<file path="src/rtl/uart_rx_pkg.sv">
// uart_rx_pkg: shared types and sizing helpers for the UART receive core.
//   rx_state_t  - receiver FSM state encoding
//   half_of()   - mid-bit sample point within a bit period
//   idx_width() - width of the data-bit index counter
package uart_rx_pkg;

  typedef enum logic [1:0] {
    IDLE  = 2'd0,
    START = 2'd1,
    DATA  = 2'd2,
    STOP  = 2'd3
  } rx_state_t;

  localparam int DEF_CLKS_PER_BIT = 10;
  localparam int DEF_DATA_BITS    = 8;
  localparam int DEF_CNT_BITS     = 8;

  function automatic int half_of(input int clks_per_bit);
    return clks_per_bit / 2;
  endfunction

  function automatic int idx_width(input int data_bits);
    return $clog2(data_bits + 1);
  endfunction

endpackage

</file>
<file path="src/rtl/uart_rx_core_bit_period_timer.sv">
// bit_period_timer: 1-based wrapping bit-period counter with mid-bit strobe.
//   clk, rst    - system clock, synchronous active-high reset
//   clear       - reload count to 1 on the next edge (has priority over enable)
//   enable      - advance count 1..CLKS_PER_BIT, wrapping back to 1
//   count       - current period position
//   mid_strobe  - high while count equals CLKS_PER_BIT/2
module bit_period_timer
  import uart_rx_pkg::*;
#(
  parameter int CLKS_PER_BIT = DEF_CLKS_PER_BIT,
  parameter int CNT_BITS     = DEF_CNT_BITS
) (
  input  logic                clk,
  input  logic                rst,
  input  logic                clear,
  input  logic                enable,
  output logic [CNT_BITS-1:0] count,
  output logic                mid_strobe
);

  localparam logic [CNT_BITS-1:0] ONE  = CNT_BITS'(1);
  localparam logic [CNT_BITS-1:0] LAST = CNT_BITS'(CLKS_PER_BIT);
  localparam logic [CNT_BITS-1:0] HALF = CNT_BITS'(half_of(CLKS_PER_BIT));

  always_ff @(posedge clk) begin
    if (rst) begin
      count <= ONE;
    end else if (clear) begin
      count <= ONE;
    end else if (enable) begin
      count <= (count == LAST) ? ONE : count + ONE;
    end
  end

  assign mid_strobe = (count == HALF);

endmodule

</file>
<file path="src/rtl/uart_rx_core.sv">
// uart_rx_core: mid-bit sampling UART receiver, LSB-first frames of
// 1 start bit, DATA_BITS data bits, 1 stop bit.
//   clk, rst       - system clock, synchronous active-high reset
//   serial_in      - already-synchronized serial line (idles high)
//   data_read      - consumer pulse; clears data_ready and overrun_error
//   rx_data        - payload of the last loaded frame
//   data_ready     - unread rx_data present
//   framing_error  - stop bit of the last loaded frame sampled low
//   overrun_error  - a frame was loaded over unread data
//   busy           - receiver is not IDLE
//   sample_strobe  - mid-bit sample point while a frame is in progress
module uart_rx_core
  import uart_rx_pkg::*;
#(
  parameter int CLKS_PER_BIT = DEF_CLKS_PER_BIT,
  parameter int DATA_BITS    = DEF_DATA_BITS,
  parameter int CNT_BITS     = DEF_CNT_BITS
) (
  input  logic                 clk,
  input  logic                 rst,
  input  logic                 serial_in,
  input  logic                 data_read,
  output logic [DATA_BITS-1:0] rx_data,
  output logic                 data_ready,
  output logic                 framing_error,
  output logic                 overrun_error,
  output logic                 busy,
  output logic                 sample_strobe
);

  localparam int IDX_W = idx_width(DATA_BITS);
  localparam logic [IDX_W-1:0]    LAST_IDX = IDX_W'(DATA_BITS - 1);
  localparam logic [CNT_BITS-1:0] CNT_ONE  = CNT_BITS'(1);

  rx_state_t            state;
  logic [DATA_BITS-1:0] shift;
  logic [IDX_W-1:0]     bit_idx;
  logic                 prev_line;
  logic [CNT_BITS-1:0]  period_count;
  logic                 mid_strobe;
  logic                 start_det;
  logic                 load;
  logic                 to_idle;
  logic                 timer_clear;
  logic                 timer_enable;

  assign start_det     = (state == IDLE) && prev_line && !serial_in;
  assign sample_strobe = mid_strobe && (state != IDLE);
  assign load          = sample_strobe && (state == STOP);

  // Every edge that lands in IDLE reloads the counter to 1, so a start edge
  // always begins from count 1 and advances on that same edge; this puts the
  // first mid-bit strobe HALF-1 edges after the start edge.
  assign to_idle      = ((state == IDLE) && !start_det) || load ||
                        (sample_strobe && (state == START) && serial_in);
  assign timer_clear  = to_idle && (period_count != CNT_ONE);
  assign timer_enable = (state != IDLE) || start_det;

  bit_period_timer #(
    .CLKS_PER_BIT(CLKS_PER_BIT),
    .CNT_BITS    (CNT_BITS)
  ) u_timer (
    .clk       (clk),
    .rst       (rst),
    .clear     (timer_clear),
    .enable    (timer_enable),
    .count     (period_count),
    .mid_strobe(mid_strobe)
  );

  always_ff @(posedge clk) begin
    if (rst) begin
      state         <= IDLE;
      shift         <= '0;
      bit_idx       <= '0;
      prev_line     <= 1'b1;
      rx_data       <= '0;
      data_ready    <= 1'b0;
      framing_error <= 1'b0;
      overrun_error <= 1'b0;
      busy          <= 1'b0;
    end else begin
      prev_line <= serial_in;

      // A load in the same cycle takes precedence over the consumer's read.
      if (data_read && !load) begin
        data_ready    <= 1'b0;
        overrun_error <= 1'b0;
      end

      unique case (state)
        IDLE: begin
          if (start_det) begin
            state <= START;
            busy  <= 1'b1;
          end
        end
        START: begin
          if (sample_strobe) begin
            if (serial_in) begin
              state <= IDLE;
              busy  <= 1'b0;
            end else begin
              state   <= DATA;
              bit_idx <= '0;
            end
          end
        end
        DATA: begin
          if (sample_strobe) begin
            shift   <= {serial_in, shift[DATA_BITS-1:1]};
            bit_idx <= bit_idx + IDX_W'(1);
            if (bit_idx == LAST_IDX) begin
              state <= STOP;
            end
          end
        end
        STOP: begin
          if (sample_strobe) begin
            rx_data       <= shift;
            data_ready    <= 1'b1;
            framing_error <= !serial_in;
            if (data_ready && !data_read) begin
              overrun_error <= 1'b1;
            end
            state <= IDLE;
            busy  <= 1'b0;
          end
        end
        default: begin
          state <= IDLE;
          busy  <= 1'b0;
        end
      endcase
    end
  end

endmodule
</file>
<file path="config.mk">
export PLATFORM = sky130hd
export DESIGN_NAME = uart_rx_core
export DESIGN_NICKNAME = d
export VERILOG_FILES = /design/src/rtl/uart_rx_pkg.sv /design/src/rtl/uart_rx_core_bit_period_timer.sv /design/src/rtl/uart_rx_core.sv
export SDC_FILE = /design/constraint.sdc
export NUM_CORES = 1
export LEC_CHECK = 0
export ABC_AREA = 0
export BUFFER_PORTS_ARGS = -buffer_cell sky130_fd_sc_hd__buf_4
export CAP_MARGIN = 20
export CORE_MARGIN = 4
export CORE_UTILIZATION = 45
export CTS_CLUSTER_SIZE = 10
export DETAILED_ROUTE_END_ITERATION = 8
export PLACE_DENSITY = 0.74
export SETUP_SLACK_MARGIN = 0.02
export SLEW_MARGIN = 20
export SYNTH_ARGS = -nofsm -noshare
export SYNTH_HDL_FRONTEND = slang
export SYNTH_HIERARCHICAL = 1
export SYNTH_SLANG_ARGS = --single-unit
</file>
<file path="constraint.sdc">
create_clock -name clk -period 4.05 [get_ports clk]
set_input_delay 1.215 -clock clk [delete_from_list [all_inputs] [get_ports clk]]
set_output_delay 1.215 -clock clk [all_outputs]
set_load 0.005 [all_outputs]
</file>
==> metrics.cfg, run 1 <==
[drt]
wire_length_reported_by_the_detailed_router_um = 3117
drt-wirelength-per-cell_um = 13.15
wl_met1_um = 1513
met3WireLength_um = 154
first_iter_violations = 37
via_count = 1231
drtPass1Iterations = 4
detailed_route_vias_per_instance = 5.194
remaining_drc_errors = 0
final_antenna_net_count = 0
met2_length_um = 1396
topRoutingLayerUsed = met4

[finish]
postLayoutCoreUtil = 0.5238
antenna_cells = 0
layoutNonFillerInstCount = 237
areaGrowthSynthToFinish_pct = 12.39
layout.cell_area.non_filler_mm2 = 0.001748
fillerInstances = 308
drive_above_1_share = 0.1623
layout.nets = 198

[global_route]
grt_antenna_before_repair = 0
largest_net_degree_at_the_start_of_global_routing = 29
wire_length_of_the_first_global_routing_pass_um = 5078
globalRoute.totalOverflow = 0
vias_in_the_first_global_route = 1105
grt_usage = 0.1544

[clock_network]
cts_resized = 0
clk_pin_slew_worst_paths_ps = 120
cts_num_sinks = 35
cts_buffers = 5
postCtsSetupBuffers = 0
tritoncts = done
clock_tree.htree_level_count = 2
ctsHoldBuffers = 0
root_buffer = sky130_fd_sc_hd__clkbuf_4
clockBufferDepth = 2
clock_insertion_delay_worst_skew_ps = 360

[flow_run]
drv_cap = 0

[setup_path]
critical_path_arrival_ps = 1980
worst_ep_required_time_ps = 2830
startpoint_type = flip-flop
critical_path_peak_fanout = 15
rrSetupSlack_ps = 1720
worstSetupPathType = flip-flop to primary output
crit_path_end_kind = primary output

[sta]
final.setup_skew_ps = 11.17
final_hold_viol_count = 0
grt_setup_unrepaired = false
max_slew_violation_count = 0
worstMarginPinSlew_ps = 606.1
timing.fmax_mhz = 313.3
timing.final.crit_share = 0.7882
final_period_minus_worst_setup_slack_ps = 3192
setup_viol_count_final = 0
slew_headroom = 0.5947
sum_neg_setup_slack_ps = 0

[run_status]
run_status = completed

[pwr]
total_leakage_power_uw = 0.0006783
total_power_uw = 631.2
max-vdd-ir-drop_mv = 0.2750
power_density_mw_per_mm2 = 361.1

[placed_design]
gpl.final_weighted_congestion = 0.7994
postPlaceCellArea_mm2 = 0.001687
place_inst = 229
dp_hpwl_um = 2107
numPortBuffers = 16

[synthesis]
yosysTopAreaCellShare = 0.4505
cell_area_after_synthesis_mm2 = 0.001555
yosysTopAreaCell = sky130_fd_sc_hd__dfxtp_1
synthArstFlopShare = 0
synth-seq-cells = 35
post_synth_main_area_contributors = sky130_fd_sc_hd__dfxtp_1 (45%), sky130_fd_sc_hd__nand2_1 (7.0%), sky130_fd_sc_hd__a21oi_1 (5.5%)
synthCells = 176
yosysWarningCount = 6
syn_area_per_cell_um2 = 8.837
syn-num-nets = 184
synth_edf_count = 0
synth_seq_area_share = 0.4505
synthDistinctLibCells = 44
main_flop_type_after_synthesis = sky130_fd_sc_hd__dfxtp_1

[die]
design.portCount = 17
die_h_um = 66.79
die_x_um = 66.79
fp-row-count = 21
std_cell_core_area_mm2 = 0.003337
design.die.area_mm2 = 0.004461
start_util = 0.4661

[min_path]
worst_hold_path_type = flip-flop to flip-flop

[logic make-up (layout without fill, tap and decap cells)]
family | count (synthesis) | count (layout) | synth area share
AND/OR/NAND/NOR | 75 | 75 | 0.2397
multiplexers | 8 | 8 | 0.05149
XOR/XNOR | 4 | 4 | 0.02253
buffers and inverters | 14 | 29 | 0.04424
flip-flops | 35 | 35 | 0.4505
AO/OA/AOI/OAI | 36 | 36 | 0.1593
adder cells (fa/ha/maj) | 4 | 4 | 0.03218
[worst max-delay path, cell delays in order (launching register included)]
cell and delay (ps):
sky130_fd_sc_hd__dfxtp_1 370, sky130_fd_sc_hd__nor4_1 420, sky130_fd_sc_hd__and4b_1 540, sky130_fd_sc_hd__nor2b_1 190, sky130_fd_sc_hd__buf_4 120
[worst paths after layout]
check / cells past startpoint / start / to
min: 2 / shift[0] / rx_data[0]
max reg2reg: 5 / u_timer/count[4] / shift[7]
max: 4 / u_timer/count[4] / sample_strobe
min reg2reg: 2 / shift[0] / rx_data[0]
[through the flow]
step                      setup slack, ps  hold WS (ps)
after floorplan                      1475         431.5
after global placement               1280         444.7
after detailed placement             1217         444.9
after CTS                           818.1         462.6
after global routing                664.5         489.0
final                               857.9         460.9
[cell type report]
| cell class | count | area [µm²] | area share |
|---|---|---|---|
| multi-input cells | 127 | 785.8 | 0.4495 |
| flip-flops and latches | 35 | 700.7 | 0.4009 |
| repair buffers | 17 | 127.6 | 0.07301 |
| well taps | 46 | 57.56 | 0.03293 |
| clock buffers | 5 | 37.54 | 0.02147 |
| clock inverters | 3 | 23.77 | 0.01360 |
| inverters | 4 | 15.01 | 0.008590 |
[cell usage after synthesis, drive strengths merged (2+ instances only)]
library cell	instances
xor2	3
nor2	15
and4b	2
or3	3
or3b	2
mux2i	8
a31oi	2
a2111oi	2
clkbuf	4
o21ai	4
nand4	2
nor4	2
inv	4
dfxtp	35
nand2	29
or2	2
or4	2
buf	6
nand3	5
a21oi	17
nand2b	4
nor3b	2
ha	4
[sequential cells by signal, indices dropped and copies added (netlist names), named ones only]
register / cells
shift: 8
overrun_error: 1
u_timer/count: 8
state: 1
bit_idx: 4
framing_error: 1
busy: 1
prev_line: 1
rx_data: 8
data_ready: 1
[cell usage in the layout, fill, tap and decap left out, drive strengths merged, types with 2 or more instances in the layout]
cell type	instances
nand2	29
a21oi	17
mux2i	8
nand2b	4
clkbuf	5
dfxtp	35
a31oi	2
clkinvlp	2
xor2	3
a2111oi	2
inv	5
nand4	2
nand3	5
or3	3
nor4	2
o21ai	4
nor3b	2
or3b	2
ha	4
nor2	15
buf	17
or2	2
or4	2
and4b	2
[layer usage]
metal,vias up,global-route usage
met1,549,0.1971
met5,-,0
met3,7,0.04047
met4,0,0.1041
met2,28,0.2252
li1,647,-
[where the power goes]
part / switching [µW] / internal [µW] / total, µW
Clock: 129 / 69.3 / 198
Sequential: 16.0 / 353 / 369
Combinational: 34.2 / 29.8 / 64.0
Total: 179 / 452 / 631
Note: power is estimated with default switching activity, not from simulation.
==> run 2: changes to the inputs <==
--- a/config.mk
+++ b/config.mk
@@ -12,7 +12,7 @@
 export CORE_UTILIZATION = 45
 export CTS_CLUSTER_SIZE = 10
 export DETAILED_ROUTE_END_ITERATION = 8
-export PLACE_DENSITY = 0.74
+export PLACE_DENSITY = 0.76
 export SETUP_SLACK_MARGIN = 0.02
 export SLEW_MARGIN = 20
 export SYNTH_ARGS = -nofsm -noshare
==> constraint.sdc (replaced) <==
create_clock -name clk -period 2.9 [get_ports clk]
set_input_delay 0.87 -clock clk [delete_from_list [all_inputs] [get_ports clk]]
set_output_delay 0.87 -clock clk [all_outputs]
set_load 0.005 [all_outputs]
==> metrics.cfg, run 2 (synthesized netlist as in run 1, its figures left out) <==
[run_status]
run_status = completed

[drt]
final_antenna_net_count = 0
wire_length_reported_by_the_detailed_router_um = 2882
remaining_drc_errors = 0
drtPass1Iterations = 4
detailed_route_vias_per_instance = 5.294
first_iter_violations = 40
via_count = 1260
drt-wirelength-per-cell_um = 12.11

[finish]
drive_above_1_share = 0.1667
layout.cell_area.non_filler_mm2 = 0.001799
fillerInstances = 315
antenna_cells = 0
multi_input_area_um2 = 785.8
areaGrowthSynthToFinish_pct = 15.69
layoutNonFillerInstCount = 238
layout.nets = 199
layout_common_cells = sky130_fd_sc_hd__dfxtp_1 (35), sky130_fd_sc_hd__nand2_1 (29), sky130_fd_sc_hd__buf_4 (18), sky130_fd_sc_hd__a21oi_1 (17), sky130_fd_sc_hd__nor2_1 (15)
seq_area_um2 = 700.7
most_common_library_cell_in_the_layout_ignoring_fill_and_taps = sky130_fd_sc_hd__dfxtp_1
layout_top_registers = rx_data x8, shift x8, u_timer/count x8

[global_route]
vias_in_the_first_global_route = 1113
largest_net_degree_at_the_start_of_global_routing = 29
wire_length_of_the_first_global_routing_pass_um = 4974
grt_antenna_before_repair = 0
grt_usage = 0.1485
globalRoute.totalOverflow = 0

[sta]
fin_worst_hold_slack_ps = 460.9
final_period_minus_worst_setup_slack_ps = 2684
sum_neg_setup_slack_ps = 0
slew_headroom = 0.6297
timing.final.crit_share = 0.9256
final_hold_viol_count = 0
grt_setup_unrepaired = false
worstMarginPinSlew_ps = 553.8
final.setup_skew_ps = 14.33
setup_viol_count_final = 0
max_slew_violation_count = 0
timing.fmax_mhz = 372.6

[clock_network]
postCtsSetupBuffers = 0
clock_insertion_delay_worst_skew_ps = 350
ctsHoldBuffers = 0
clk_pin_slew_worst_paths_ps = 110
cts_num_sinks = 35
root_buffer = sky130_fd_sc_hd__clkbuf_4
clock_tree.htree_level_count = 2
cts_buffers = 5
clockBufferDepth = 2
cts_resized = 0
tritoncts = done

[pwr]
max-vdd-ir-drop_mv = 0.4671
total_power_uw = 1045
power_density_mw_per_mm2 = 580.6
total_leakage_power_uw = 0.0007074
pwr-share-clk = 0.420
net_switching_component_of_the_power_uw = 240.7
combPwrFrac = 0.085
internal-power_uw = 803.9
switching_share = 0.2304
share_seq_of_total_power = 0.495

[die]
std_cell_core_area_mm2 = 0.003337
die_x_um = 66.79
design.die.area_mm2 = 0.004461
fp-row-count = 21
start_util = 0.4661
die_h_um = 66.79
design.portCount = 17

[placed_design]
numPortBuffers = 16
gpl.final_weighted_congestion = 0.7934
postPlaceCellArea_mm2 = 0.001694
place_inst = 230
dp_hpwl_um = 1964

[setup_path]
critical_path_peak_fanout = 8
ff2ff_path_depth = 6
crit_path_end_kind = primary output
rrSetupSlack_ps = 640
timing.rr.start = u_timer/count[4]
startpoint_type = flip-flop
critical_path_arrival_ps = 1810
regToRegEndpoint = bit_idx[1]
critPathLaunch = u_timer/count[4]
endpoint = sample_strobe
worst_ep_required_time_ps = 2030
worstSetupPathType = flip-flop to primary output

[min_path]
worst_hold_path_type = flip-flop to flip-flop

[flow_run]
drv_cap = 0

-- run 2: cell count changes in the layout (fill, tap and decap cells not counted), sizes merged --
cell	previous run	this run
buf	17	18
bufinv	0	2
clkinvlp	2	1
inv	5	4
-- run 2: layer usage --
metal  track usage  wire length (µm)  vias to the layer above
met1        0.1944              1421                      570
met2        0.2191              1223                       32
li1              -                 -                      652
met5             0                 0                        -
met4       0.06853                55                        0
met3       0.04890               181                        6
-- run 2: worst max-delay path: stages, from the launching register on --
cell and delay, ps:
sky130_fd_sc_hd__dfxtp_1 380, sky130_fd_sc_hd__nor4_1 410, sky130_fd_sc_hd__and4b_1 400, sky130_fd_sc_hd__nor2b_1 170, sky130_fd_sc_hd__buf_4 120
-- run 2: final cells by class --
class	instances	share of cell area
Clock buffer	5	0.02086
Inverter	4	0.008345
Sequential cell	35	0.3894
Clock inverter	3	0.03755
Tap cell	46	0.03199
Multi-Input combinational cell	127	0.4367
Timing Repair Buffer	18	0.07510
-- run 2: worst min-delay path by stage --
| stage | start | endpoint | slack, ps | cells past startpoint |
|---|---|---|---|---|
| 6_report | framing_error | framing_error | 460 | 2 |
| 5_1_grt | rx_data[2] | rx_data[2] | 480 | 2 |
| 4_1_cts | rx_data[1] | rx_data[1] | 460 | 2 |
| 3_5_place_dp | rx_data[2] | rx_data[2] | 450 | 2 |
| 3_3_place_gp | rx_data[2] | rx_data[2] | 450 | 2 |
| 2_1_floorplan | shift[0] | rx_data[0] | 430 | 2 |
-- run 2: power by group through the flow --
stage	sequential, µW	combinational, µW	clock (µW)
floorplan	519	75.3	0
global placement	527	88.0	0
detailed placement	527	88.9	0
CTS	516	89.3	451
global route	520	101	470
finish	517	88.6	439
-- run 2: through the flow --
stage / setup slack, ps / utilization
after global routing: 101.6 / 0.5392
after detailed placement: 601.7 / 0.5077
after global placement: 657.1 / 0.5077
final: 215.9 / 0.5392
after floorplan: 669.5 / -
after CTS: 205.5 / 0.5392
==> run 3: changes to the inputs <==
--- a/config.mk
+++ b/config.mk
@@ -8,12 +8,15 @@
 export ABC_AREA = 0
 export BUFFER_PORTS_ARGS = -buffer_cell sky130_fd_sc_hd__buf_4
 export CAP_MARGIN = 20
+export CELL_PAD_IN_SITES_DETAIL_PLACEMENT = 1
+export CELL_PAD_IN_SITES_GLOBAL_PLACEMENT = 1
 export CORE_MARGIN = 4
-export CORE_UTILIZATION = 45
+export CORE_UTILIZATION = 39
 export CTS_CLUSTER_SIZE = 10
 export DETAILED_ROUTE_END_ITERATION = 8
-export PLACE_DENSITY = 0.76
+export PLACE_DENSITY = 0.84
 export SETUP_SLACK_MARGIN = 0.02
+export SKIP_LAST_GASP = 1
 export SLEW_MARGIN = 20
 export SYNTH_ARGS = -nofsm -noshare
 export SYNTH_HDL_FRONTEND = slang
==> metrics.cfg, run 3 (synthesized netlist as in run 1, its figures left out) <==
[clock_network]
clock_tree.htree_level_count = 2
clk_pin_slew_worst_paths_ps = 70
tritoncts = done
cts_buffers = 5
ctsHoldBuffers = 0
cts_resized = 0
postCtsSetupBuffers = 0
cts_num_sinks = 35
root_buffer = sky130_fd_sc_hd__clkbuf_8
clock_insertion_delay_worst_skew_ps = 280
clockBufferDepth = 2

[drt]
detailed_route_vias_per_instance = 5.579
wire_length_reported_by_the_detailed_router_um = 3647
drt-wirelength-per-cell_um = 15.20
remaining_drc_errors = 0
drtPass1Iterations = 4
via_count = 1339
final_antenna_net_count = 0
first_iter_violations = 111

[placed_design]
numPortBuffers = 16
dp_hpwl_um = 2590
gpl.final_weighted_congestion = 0.8905
postPlaceCellArea_mm2 = 0.001697

[sta]
grt_setup_unrepaired = false
sum_neg_setup_slack_ps = 0
timing.fmax_mhz = 374.0
worstMarginPinSlew_ps = 567.0
max_slew_violation_count = 0
final.setup_skew_ps = 4.394
final_hold_viol_count = 0
final_period_minus_worst_setup_slack_ps = 2674
setup_viol_count_final = 0
slew_headroom = 0.6208
timing.final.crit_share = 0.9220

[finish]
layout.nets = 199
layout_common_cells = sky130_fd_sc_hd__dfxtp_1 (35), sky130_fd_sc_hd__nand2_1 (29), sky130_fd_sc_hd__buf_4 (18), sky130_fd_sc_hd__a21oi_1 (17), sky130_fd_sc_hd__nor2_1 (15)
layout.cell_area.non_filler_mm2 = 0.001809
drive_above_1_share = 0.1667
areaGrowthSynthToFinish_pct = 16.33
antenna_cells = 0
most_common_library_cell_in_the_layout_ignoring_fill_and_taps = sky130_fd_sc_hd__dfxtp_1
layout_top_registers = rx_data x8, shift x8, u_timer/count x8

[die]
std_cell_core_area_mm2 = 0.003744
fp-row-count = 22
design.portCount = 17
design.die.area_mm2 = 0.005062
start_util = 0.4154
die_x_um = 71.15
die_h_um = 71.15

[global_route]
grt_usage = 0.1602
largest_net_degree_at_the_start_of_global_routing = 29
vias_in_the_first_global_route = 1396
wire_length_of_the_first_global_routing_pass_um = 6596
globalRoute.totalOverflow = 0
grt_antenna_before_repair = 0

[setup_path]
worstSetupPathType = flip-flop to primary output
worst_ep_required_time_ps = 2030
critical_path_peak_fanout = 9
crit_path_end_kind = primary output
startpoint_type = flip-flop
critical_path_arrival_ps = 1800

[run_status]
run_status = completed

[pwr]
power_density_mw_per_mm2 = 579.1
max-vdd-ir-drop_mv = 0.2285
total_leakage_power_uw = 0.0007140

[min_path]
worst_hold_path_type = flip-flop to flip-flop

[flow_run]
drv_cap = 0

==> run 3: changes by cell type in the layout (fill, tap and decap cells not counted), sizes merged <==
cell      previous run  this run
bufinv               2         1
clkinv               0         2
clkinvlp             1         0
==> run 3: metal layers <==
metal  wire length, µm  global-route usage
met5                 0                   0
met4                53             0.05637
met3               143             0.03977
met2              1815              0.2765
met1              1634              0.1918
==> run 3: power breakdown <==
group	switching, µW	internal (µW)	total [µW]
combinational	49.2	43.7	92.9
sequential	26.4	493	520
clock	180	256	435
total	255	793	1050
==> run 3: worst max-delay path, stage by stage, from the launching register on <==
cell,delay [ps]
sky130_fd_sc_hd__dfxtp_1,370
sky130_fd_sc_hd__nor4_1,430
sky130_fd_sc_hd__and4b_1,430
sky130_fd_sc_hd__nor2b_1,170
sky130_fd_sc_hd__buf_4,110
==> run 3: layout make-up <==
type | count | area, µm²
Clock inverter | 3 | 43.79
Sequential cell | 35 | 700.7
Inverter | 4 | 15.01
Multi-Input combinational cell | 127 | 785.8
Tap cell | 48 | 60.06
Timing Repair Buffer | 18 | 135.1
Fill cell | 458 | 1934
Clock buffer | 5 | 68.82
==> run 3: path summary, 6_finish.rpt <==
check / startpoint / end / slack, ps / cells past startpoint
setup / recovery: u_timer/count[4] / sample_strobe / 230 / 4
hold / removal: framing_error / framing_error / 460 / 2
setup reg to reg: u_timer/count[4] / bit_idx[1] / 710 / 5
hold reg to reg: framing_error / framing_error / 460 / 2
==> run 3: metrics by stage <==
| step | cells | utilization | hold WS, ps | power [µW] | worst slack (ps) |
|---|---|---|---|---|---|
| after floorplan | 176 | - | 431.5 | 594.6 | 669.5 |
| after global placement | 232 | 0.4532 | 446.0 | 612.3 | 575.9 |
| after detailed placement | 232 | 0.4532 | 449.5 | 623.3 | 525.2 |
| after CTS | 240 | 0.4833 | 459.6 | 1064 | 199.6 |
| after global routing | 240 | 0.4833 | 472.6 | 1100 | 100.4 |
| final | 240 | 0.4833 | 458.9 | 1048 | 226.1 |
